$ cat config.mk
export PLATFORM = sky130hd
export DESIGN_NAME = param_up_down_counter
export DESIGN_NICKNAME = d
export VERILOG_FILES = /design/src/rtl/param_up_down_counter.sv
export SDC_FILE = /design/constraint.sdc
export NUM_CORES = 1
export LEC_CHECK = 0
export CORE_AREA = 2 2 39 41
export DETAILED_ROUTE_END_ITERATION = 7
export DIE_AREA = 0 0 41 43
export DONT_BUFFER_PORTS = 1
export GPL_ROUTABILITY_DRIVEN = 0
export SKIP_CTS_REPAIR_TIMING = 1
export SYNTH_ARGS = -nofsm -noshare
export SYNTH_HDL_FRONTEND = slang
export SYNTH_SLANG_ARGS = --single-unit
export TNS_END_PERCENT = 50
$ cat constraint.sdc
create_clock -name clock -period 4.2 [get_ports clock]
set_input_delay 0.42 -clock clock [delete_from_list [all_inputs] [get_ports clock]]
set_output_delay 0.42 -clock clock [all_outputs]
set_load 0.02 [all_outputs]
$ cat src/rtl/param_up_down_counter.sv
// param_up_down_counter
//
// Modulo-MODULUS up/down counter. It has a synchronous parallel load, a
// choice of wrap or saturate at the limits, a registered limit-hit pulse and a
// sticky flag for out-of-range loads.
//
// Parameters
//   WIDTH    bit width of count and data_in
//   MODULUS  count range is 0..MODULUS-1, with 2 <= MODULUS <= 2**WIDTH
//
// Ports
//   clock     rising-edge clock
//   reset     asynchronous active-low reset
//   enable    step enable
//   load      synchronous load request; takes priority over enable
//   up_down   direction: 1 = up, 0 = down
//   sat_mode  behaviour at a limit: 0 = wrap, 1 = saturate
//   clr_err   synchronous clear of load_err; a new load error on the same edge wins
//   data_in   value to load
//   count     registered counter value
//   tc        combinational terminal count for the current direction
//   wrap      registered one-cycle pulse when a step hits a limit
//   load_err  sticky flag, set by a load of data_in >= MODULUS

module param_up_down_counter #(
  parameter int unsigned WIDTH   = 4,
  parameter int unsigned MODULUS = 14
) (
  input  logic             clock,
  input  logic             reset,
  input  logic             enable,
  input  logic             load,
  input  logic             up_down,
  input  logic             sat_mode,
  input  logic             clr_err,
  input  logic [WIDTH-1:0] data_in,
  output logic [WIDTH-1:0] count,
  output logic             tc,
  output logic             wrap,
  output logic             load_err
);

  if (MODULUS < 2 || MODULUS > (2 ** WIDTH)) begin : gen_bad_modulus
    $error("param_up_down_counter: MODULUS must satisfy 2 <= MODULUS <= 2**WIDTH");
  end

  // All compares and steps are done one bit wider, so MODULUS == 2**WIDTH still fits.
  localparam logic [WIDTH:0]   ModExt = (WIDTH + 1)'(MODULUS);
  localparam logic [WIDTH:0]   MaxExt = (WIDTH + 1)'(MODULUS - 1);
  localparam logic [WIDTH:0]   OneExt = (WIDTH + 1)'(1);
  localparam logic [WIDTH-1:0] MaxVal = MaxExt[WIDTH-1:0];

  logic [WIDTH-1:0] count_q, count_d;
  logic             wrap_q, wrap_d;
  logic             err_q, err_d;

  logic [WIDTH:0] count_ext;
  logic [WIDTH:0] data_ext;
  logic [WIDTH:0] sum;
  logic [WIDTH:0] diff;
  logic           at_max;
  logic           at_min;
  logic           data_ok;

  assign count_ext = {1'b0, count_q};
  assign data_ext  = {1'b0, data_in};
  assign sum       = count_ext + OneExt;
  assign diff      = count_ext - OneExt;

  // At the top, count+1 reaches MODULUS. At the bottom, count-1 borrows into the extra bit.
  assign at_max  = (sum == ModExt);
  assign at_min  = diff[WIDTH];
  assign data_ok = (data_ext < ModExt);

  // ---------------------------------------------------------------------------
  // Next state
  // ---------------------------------------------------------------------------
  always_comb begin
    count_d = count_q;
    wrap_d  = 1'b0;
    err_d   = err_q;

    if (clr_err) begin
      err_d = 1'b0;
    end

    if (load) begin
      if (data_ok) begin
        count_d = data_in;
      end else begin
        count_d = MaxVal;
        err_d   = 1'b1;
      end
    end else if (enable) begin
      if (up_down) begin
        if (at_max) begin
          wrap_d = 1'b1;
          if (!sat_mode) begin
            count_d = '0;
          end
        end else begin
          count_d = sum[WIDTH-1:0];
        end
      end else begin
        if (at_min) begin
          wrap_d = 1'b1;
          if (!sat_mode) begin
            count_d = MaxVal;
          end
        end else begin
          count_d = diff[WIDTH-1:0];
        end
      end
    end
  end

  // ---------------------------------------------------------------------------
  // State
  // ---------------------------------------------------------------------------
  always_ff @(posedge clock or negedge reset) begin
    if (!reset) begin
      count_q <= '0;
      wrap_q  <= 1'b0;
      err_q   <= 1'b0;
    end else begin
      count_q <= count_d;
      wrap_q  <= wrap_d;
      err_q   <= err_d;
    end
  end

  // ---------------------------------------------------------------------------
  // Outputs
  // ---------------------------------------------------------------------------
  assign count    = count_q;
  assign wrap     = wrap_q;
  assign load_err = err_q;
  // No flop here, so tc follows up_down in the same cycle.
  assign tc       = up_down ? at_max : at_min;

endmodule

**After elaboration in Yosys (flattened, before gate mapping)**

Index checks and enable logic that the tools add are counted.

- Add/sub/neg operators: 2
- Magnitude comparators: 1
- Eq/ne operators: 3
- Multiplexer cells: 17
- Reduce and logical (&&, ||, !) cells: 2

Operators with widths:

| operator | count |
|---|---|
| 2-to-1 mux 4 bit | 8 |
| 2-to-1 mux 1 bit | 9 |
| != test 4 bit (second input constant) | 2 |
| adder 4 x 1 -> 5 bit (second input constant) | 1 |
| equality test 5 x 4 -> 1 bit (second input constant) | 1 |
| subtractor 4 x 1 -> 5 bit (second input constant) | 1 |
| less-than comparator 4 bit (second input constant) | 1 |
| AND reduction 3 bit | 1 |
| nonzero test 2 bit | 1 |

- Register bits: 6
- Input port bits: 11
- Output and inout port bits: 7
- Logic and storage cells: 28

**Logic depth before layout (Yosys ltp)**

Gate-level depths: netlist of run 1.

- Word-level depth: 6
- Gate-level depth with buffers: 8
- Mapped depth without buffers: 7

**Worst setup path before layout of run 1**

No wires, ideal clock.

- Path kind: register to output
- Start point: reg count_q[0] (netlist: count[0])
- End point: out tc
- Data arrival time: 1740 ps
- Path slack: 2040 ps
- Cell stages (with the launch flop): 6
- Cells stage by stage: dfrtp_1 > inv_1 > ha_1 > nor3b_1 > nor2_1 > a21oi_1

- Cells in the longest elaborated chain, start to end: 3
- Elaborated cells on any way between the ends: 4
- Classes of those cells: add/sub: 2; eq/ne: 1; mux: 1

Ends and longest elaborated chain:

| element | line | source |
|---|---|---|
| from (decl) | 53 | `logic [WIDTH-1:0] count_q, count_d;` |
| from (signal assigned) | 126 | `count_q <= count_d;` |
| adder 4 x 1 -> 5 bit | 67 | `assign sum = count_ext + OneExt;` |
| equality test 5 x 4 -> 1 bit | 71 | `assign at_max = (sum == ModExt);` |
| 2-to-1 mux 1 bit * | 139 | `assign tc = up_down ? at_max : at_min;` |
| to (decl) | 38 | `output logic tc,` |

Every way passes the cells marked *; elsewhere a longest branch is shown, timed or not.

**Worst setup path after layout of run 1**

Same ends and word-level chain as after synthesis.

==> results of run 1 <==
## metrics by stage
stage,setup WS [ps],hold slack [ps],util
after floorplan,2040,124.4,-
after global placement,1820,124.5,0.4286
after detailed placement,1818,124.5,0.4286
after CTS,1555,-132.7,0.4448
after global routing,1432,268.9,0.4521
final,1564,270.3,0.4521
## cell families after synthesis
| logic type | count (synthesis) |
|---|---|
| AOI/OAI and AO/OA | 19 |
| xor gates and xnor gates | 1 |
| adders and majority gates | 3 |
| buffers and inverters | 9 |
| DFF | 6 |
| muxes | 4 |
| and+or+nand+nor | 26 |
## worst register-to-register path, cell delays in order, from the launching register on
cell and delay (ps):
sky130_fd_sc_hd__dfrtp_1 560, sky130_fd_sc_hd__inv_1 190, sky130_fd_sc_hd__ha_1 220, sky130_fd_sc_hd__nor3b_1 510
sky130_fd_sc_hd__nor2_1 80, sky130_fd_sc_hd__a21oi_1 420, sky130_fd_sc_hd__and3b_1 240
## cell type report
class	instances	area [um^2]	share of cell area
clock buffer	3	22.52	0.03600
inverter	4	15.01	0.02400
multi-input combinational	53	407.9	0.6520
sequential	6	150.1	0.2400
tap	16	20.02	0.03200
timing repair buffer	1	10.01	0.01600
## synthesized netlist by cell type (2+ instances only)
cell / n
sky130_fd_sc_hd__ha_1: 3
sky130_fd_sc_hd__nor2_1: 3
sky130_fd_sc_hd__dfrtp_1: 6
sky130_fd_sc_hd__a211oi_1: 2
sky130_fd_sc_hd__buf_6: 2
sky130_fd_sc_hd__nand2_1: 7
sky130_fd_sc_hd__a21oi_1: 3
sky130_fd_sc_hd__nor3_1: 2
sky130_fd_sc_hd__o32ai_1: 2
sky130_fd_sc_hd__nand3_1: 3
sky130_fd_sc_hd__nor2b_1: 2
sky130_fd_sc_hd__nand3b_4: 2
sky130_fd_sc_hd__mux2i_1: 4
sky130_fd_sc_hd__buf_2: 2
sky130_fd_sc_hd__o21ai_1: 3
sky130_fd_sc_hd__inv_1: 4
## flip-flops by register name (all words and copies together) (netlist names)
name      count
count         4
load_err      1
wrap          1
## how the worst min path moves through the flow
stage,end,from,cells past startpoint
CTS,count[1],reset,0
finish,count[3],load,1
detailed placement,count[2],reset,0
global placement,count[2],reset,0
floorplan,count[0],reset,0
global route,count[3],load,1
## where the power goes
group | internal [W] | switching [W] | leakage (nW)
Clock | 0.0000321 | 0.0000177 | 0.0138
Combinational | 0.0000398 | 0.0000407 | 0.191
Sequential | 0.0000650 | 0.0000301 | 0.0754
## metal layers
| layer | up-vias | GRT usage |
|---|---|---|
| met5 | - | 0 |
| met4 | 0 | 0.04000 |
| li1 | 250 | - |
| met3 | 0 | 0.06283 |
| met1 | 202 | 0.2359 |
| met2 | 20 | 0.2125 |
==> parameters.txt, run 1 <==
Parameter                              Value

Clock network
  Clock edge transition at the registers on the reported setup and hold paths ... 40 ps
  CTS tree ... yes
  Worst-skew pair later-pin latency ... between 200 and 250 ps
  Number of clock buffers inserted by TritonCTS ... 3
  Number of sinks on the clock net ... 6
  Cell at the root of the clock tree ... sky130_fd_sc_hd__clkbuf_4
  CTS Buffer Depth ... 2
  CTS H-Tree Depth ... 1

Drt
  Routed wire length per instance ... 14.55 um
  Drt pass-1 iters ... 4
  Drt first-iter violations ... 12
  Number of remaining DRC errors ... 0
  Via count ... about 470
  Met1 WL ... 569 um
  Routed wire length ... roughly 1200 um
  Metal3 WL ... 77 um
  Vias per cell ... 5.687
  Wire length on met2 ... approximately 560 um
  Highest routing layer actually used ... met3
  Number of antenna-violating nets in the routed design ... 0

Logic synthesis
  Predominant post-synthesis flop cell ... sky130_fd_sc_hd__dfrtp_1
  Post-synth cell types ... 34
  Post-Synthesis Net Count ... a little over 80
  Sequential cell area fraction in the yosys report ... 0.2464
  Number of enable flip-flop cells after synthesis ... 0
  Proportion of synthesized area in mux cells ... 0.06571
  Share of flip-flops with an asynchronous set or reset after synthesis ... 1.000
  Share of the synthesized area in compound gates (AO/OA/AOI/OAI) ... 0.2238
  Cell area after technology mapping ... 609.3 um^2
  Per-instance average area after synthesis ... 8.961 um^2
  Simple-Gate Fraction of Synth Area ... 0.3039
  Synthesized flop and latch total ... 6
  Xor/xnor cell area share of the yosys netlist ... 0.01437
  Leading cell types by total area after synthesis ... sky130_fd_sc_hd__dfrtp_1, sky130_fd_sc_hd__mux2i_1, sky130_fd_sc_hd__nand3b_4
  Top-area cell type share of the netlist area ... 0.2464
  Number of warnings issued by yosys ... 0
  Cell accounting for the most synthesized area ... sky130_fd_sc_hd__dfrtp_1
  Syn Inst Count ... 68
  Main combinational cell family by area after synthesis ... simple AND/OR/NAND/NOR gates
  Arithmetic-cell share of the synthesized area counting full adders, half adders and majority gates ... 0.06160

STA
  Final count of pins violating max slew ... 0
  Final worst clock skew ... 3.627 ps
  Maximum clock frequency ... 379.3 MHz
  Final number of setup-violating endpoints ... 0
  RSZ-0062 raised after global routing ... no
  Worst slew pin tran ... roughly 570 ps
  Relative slew slack ... 0.6204
  Final-report hold violation count ... 0
  Total Negative Setup Slacks ... 0 ps
  Final clock period utilization by the worst path ... 0.6277
  Final critical-path required period ... 2636 ps

Setup path
  Worst reg2reg path depth ... 6
  Worst setup EP type ... output pin
  Reg2reg start ... count[0]
  Largest stage delay on the critical path ... 560 ps
  Crit path to ... tc
  Required time reported for the critical path endpoint ... 3780 ps
  Cells along the critical path ... inv_1, ha_1, nor3b_1, nor2_1, a21oi_1
  CP bufs+invs ... 1
  Arrival time of data at the critical path endpoint ... 2220 ps
  Critical Path Stages ... 5
  Capturing point of the worst reg2reg path ... wrap
  Worst Setup Start Kind ... flop
  Crit path kind ... flop to output pin
  Worst R2R Setup Slack ... 1910 ps
  Slowest-stage cell, CP ... sky130_fd_sc_hd__dfrtp_1
  Worst Setup SP ... count[0]
  Kind of cell with the highest combined delay on the critical path ... simple AND/OR/NAND/NOR gates
  CP Max Fanout ... 10

Global routing
  Vias in the first global route ... 444
  Total routing resource utilization after global routing ... 0.1592
  Antenna violations before repair ... 0
  Maximum number of pins on one net before global-route repair ... 14
  Overflow left after global routing ... 0
  First-pass GRT wire length ... about 1900 um

Final layout
  Number of filler cells placed in the layout ... 140
  Commonest non-fill, non-tap cell in the layout ... sky130_fd_sc_hd__nand2_1
  Final cell count without fillers ... 83
  Diode count ... 0
  Most frequent cells in the layout ... sky130_fd_sc_hd__nand2_1, sky130_fd_sc_hd__dfrtp_1, sky130_fd_sc_hd__inv_1, sky130_fd_sc_hd__mux2i_1
  Layout Nets ... 83
  Area of all placed cells without fillers ... 625.6 um^2
  Area delta synth->final ... 2.669%
  Layout cell share with drive strength beyond 1 ... 0.1194

Place
  # port buffers ... 0
  Placed instance area ... 593.1 um^2
  Instance count after placement with tap cells included ... between 70 and 80

Pwr
  Total power density per cell area ... 360.2 nW/um^2
  Max rail drop VDD ... 0.0003066 V
  Total power draw ... 0.0002253 W
  Lkg Pwr ... 0.2801 nW

Floorplan
  Starting density of the core ... 0.4403
  Area enclosed by the die boundary ... 1763 um^2
  Area inside the core boundary ... 1384 um^2
  Die W ... 41 um
  Num ports ... 18
  Die height ... 43 um
  Number of rows in the core area ... 14

Hold path
  Type of the most critical hold path ... input port to flop

Flow run
  Reported max-cap violation count ... 0

Outcome
  Result of the run ... complete, no violations
No activity file was read; power rests on OpenSTA's default activity.
==> inputs of run 2 (changes only) <==
==> constraint.sdc (replaced) <==
create_clock -name clock -period 2.1 [get_ports clock]
set_input_delay 0.21 -clock clock [delete_from_list [all_inputs] [get_ports clock]]
set_output_delay 0.21 -clock clock [all_outputs]
set_load 0.02 [all_outputs]
==> run 2 against run 1 <==
  * Clock skew is 1.6 ps higher
  * Utilization increased by 4.2 points
  * Critical path depth up 1
  * Critical path type unchanged
  * Critical endpoint unchanged
==> parameters.txt, run 2 (synthesis gave the netlist of run 1 again) <==
Parameter                              Value

Floorplan
  Area enclosed by the die boundary ... 1763 um^2
  Die height ... 43 um
  Starting density of the core ... 0.4403
  Number of rows in the core area ... 14
  Num ports ... 18
  Area inside the core boundary ... 1384 um^2
  Die W ... 41 um

Drt
  Number of antenna-violating nets in the routed design ... 0
  Routed wire length ... 1280 um
  Routed wire length per instance ... 14.22 um
  Drt first-iter violations ... 8
  Vias per cell ... 5.600
  Drt pass-1 iters ... 4
  Via count ... 504
  Number of remaining DRC errors ... 0

Pwr
  Total power draw ... 0.0004867 W
  Part of the power in combinational logic ... 0.471
  Relative contribution of the clock network to total power ... 0.204
  Switching power share of the total ... 0.3816
  Power dissipated by switching net loads ... 0.0001857 W
  Lkg Pwr ... 0.3150 nW
  Total power density per cell area ... 711.2 nW/um^2
  Max rail drop VDD ... 0.0005251 V
  Cell internal power dissipation ... 0.0003010 W
  Sequential share of power ... 0.324

Setup path
  Crit path kind ... flop to output pin
  Arrival time of data at the critical path endpoint ... approximately 1800 ps
  CP Max Fanout ... 5
  Worst Setup Start Kind ... flop
  Worst R2R Setup Slack ... 250 ps
  Worst setup EP type ... output pin
  Required time reported for the critical path endpoint ... 1890 ps

Outcome
  Result of the run ... complete, no violations

STA
  Final count of pins violating max slew ... 0
  Fin worst setup slack ... 128.9 ps
  Maximum clock frequency ... a little over 500 MHz
  Final critical-path required period ... 1971 ps
  Final worst clock skew ... 5.223 ps
  Total Negative Setup Slacks ... 0 ps
  Worst slew pin tran ... 352.1 ps
  Final clock period utilization by the worst path ... 0.9386
  RSZ-0062 raised after global routing ... no
  Final number of setup-violating endpoints ... 0
  Relative slew slack ... 0.7653
  Final-report hold violation count ... 0

Global routing
  First-pass GRT wire length ... approximately 1900 um
  Vias in the first global route ... between 400 and 500
  Overflow left after global routing ... 0
  Maximum number of pins on one net before global-route repair ... 14
  Total routing resource utilization after global routing ... 0.1599
  Antenna violations before repair ... 0

Final layout
  Sequential Area ... between 150 and 200 um^2
  Number of filler cells placed in the layout ... between 100 and 150
  Area delta synth->final ... 12.32%
  Layout Nets ... 90
  Final Util ... 0.4946
  Layout cell share with drive strength beyond 1 ... 0.2297
  Diode count ... 0
  Most frequent cells in the layout ... sky130_fd_sc_hd__nand2_1, sky130_fd_sc_hd__buf_4, sky130_fd_sc_hd__dfrtp_1
  Footprint of the multi-input gates ... 412.9 um^2
  Area of all placed cells without fillers ... 684.4 um^2
  Number of flip-flops under the largest register name ... 4

Place
  Placed instance area ... around 650 um^2
  DP Worst Slack ... 233.8 ps
  # port buffers ... 0
  Post-detail-place hpwl ... 962.8 um

Clock network
  Cell at the root of the clock tree ... sky130_fd_sc_hd__clkbuf_4
  CTS H-Tree Depth ... 1
  Clock edge transition at the registers on the reported setup and hold paths ... 40 ps
  CTS tree ... yes
  Worst-skew pair later-pin latency ... 240 ps
  CTS Buffer Depth ... 2
  Number of sinks on the clock net ... 6
  Number of clock buffers inserted by TritonCTS ... 3

Flow run
  Reported max-cap violation count ... 0

Hold path
  Type of the most critical hold path ... input port to flop
[run 2: cell types whose count changed in the layout (fill, tap and decap cells not counted)]
cell and change:
sky130_fd_sc_hd__a211oi_1 -1, sky130_fd_sc_hd__dfrtp_2 +1, sky130_fd_sc_hd__buf_4 +7, sky130_fd_sc_hd__a211oi_2 +1
sky130_fd_sc_hd__dfrtp_1 -1
[run 2: final cells by class]
| cell class | count | area share |
|---|---|---|
| Sequential cell | 6 | 0.2212 |
| Tap cell | 16 | 0.02925 |
| Inverter | 4 | 0.02194 |
| Clock buffer | 3 | 0.03291 |
| Timing Repair Buffer | 8 | 0.09141 |
| Multi-Input combinational cell | 53 | 0.6033 |
[run 2: power by group through the flow]
stage          clock network (W)  logic, W  registers (W)
6_report               0.0000994  0.000229       0.000158
5_1_grt                 0.000116  0.000253       0.000161
4_1_cts                 0.000105  0.000223       0.000157
3_5_place_dp                   0  0.000222       0.000159
3_3_place_gp                   0  0.000223       0.000160
2_1_floorplan                  0  0.000167       0.000168
[run 2: critical path, stage by stage (launching register included)]
cell and delay, ps:
sky130_fd_sc_hd__dfrtp_2 440, sky130_fd_sc_hd__ha_1 230, sky130_fd_sc_hd__nand2b_1 190, sky130_fd_sc_hd__a211oi_2 250
sky130_fd_sc_hd__nor2_1 70, sky130_fd_sc_hd__a21oi_1 180, sky130_fd_sc_hd__buf_4 170
[run 2: through the flow]
stage	hold WS (ps)	std cells
final	64.92	90
after global routing	48.45	90
after CTS	-344.6	89
after detailed placement	-85.50	86
after global placement	-85.50	86
after floorplan	-85.59	68
[run 2: worst paths after layout]
| kind | end | cells after the start | from |
|---|---|---|---|
| setup / recovery | tc | 6 | count[0] |
| hold / removal | count[2] | 1 | load |
| setup reg to reg | count[2] | 6 | count[0] |
| hold reg to reg | load_err | 2 | load_err |
| max in group asynchronous | count[0] | 1 | reset |
| min in group asynchronous | count[1] | 1 | reset |
[run 2: layer usage]
metal	track usage	wire, um	vias up
met2	0.2281	648	19
li1	-	-	266
met3	0.04712	85	0
met4	0.06000	0	0
met5	0	0	-
met1	0.2211	546	219
==> inputs of run 3 (changes only) <==
--- a/config.mk
+++ b/config.mk
@@ -5,7 +5,9 @@
 export SDC_FILE = /design/constraint.sdc
 export NUM_CORES = 1
 export LEC_CHECK = 0
+export ABC_CLOCK_PERIOD_IN_PS = 2100
 export CORE_AREA = 2 2 39 41
+export CTS_BUF_LIST = sky130_fd_sc_hd__clkbuf_4 sky130_fd_sc_hd__clkbuf_8 sky130_fd_sc_hd__clkbuf_16
 export DETAILED_ROUTE_END_ITERATION = 7
 export DIE_AREA = 0 0 41 43
 export DONT_BUFFER_PORTS = 1
==> results of run 3 <==
Final layout, timing and power as in run 2 (identical DEF).
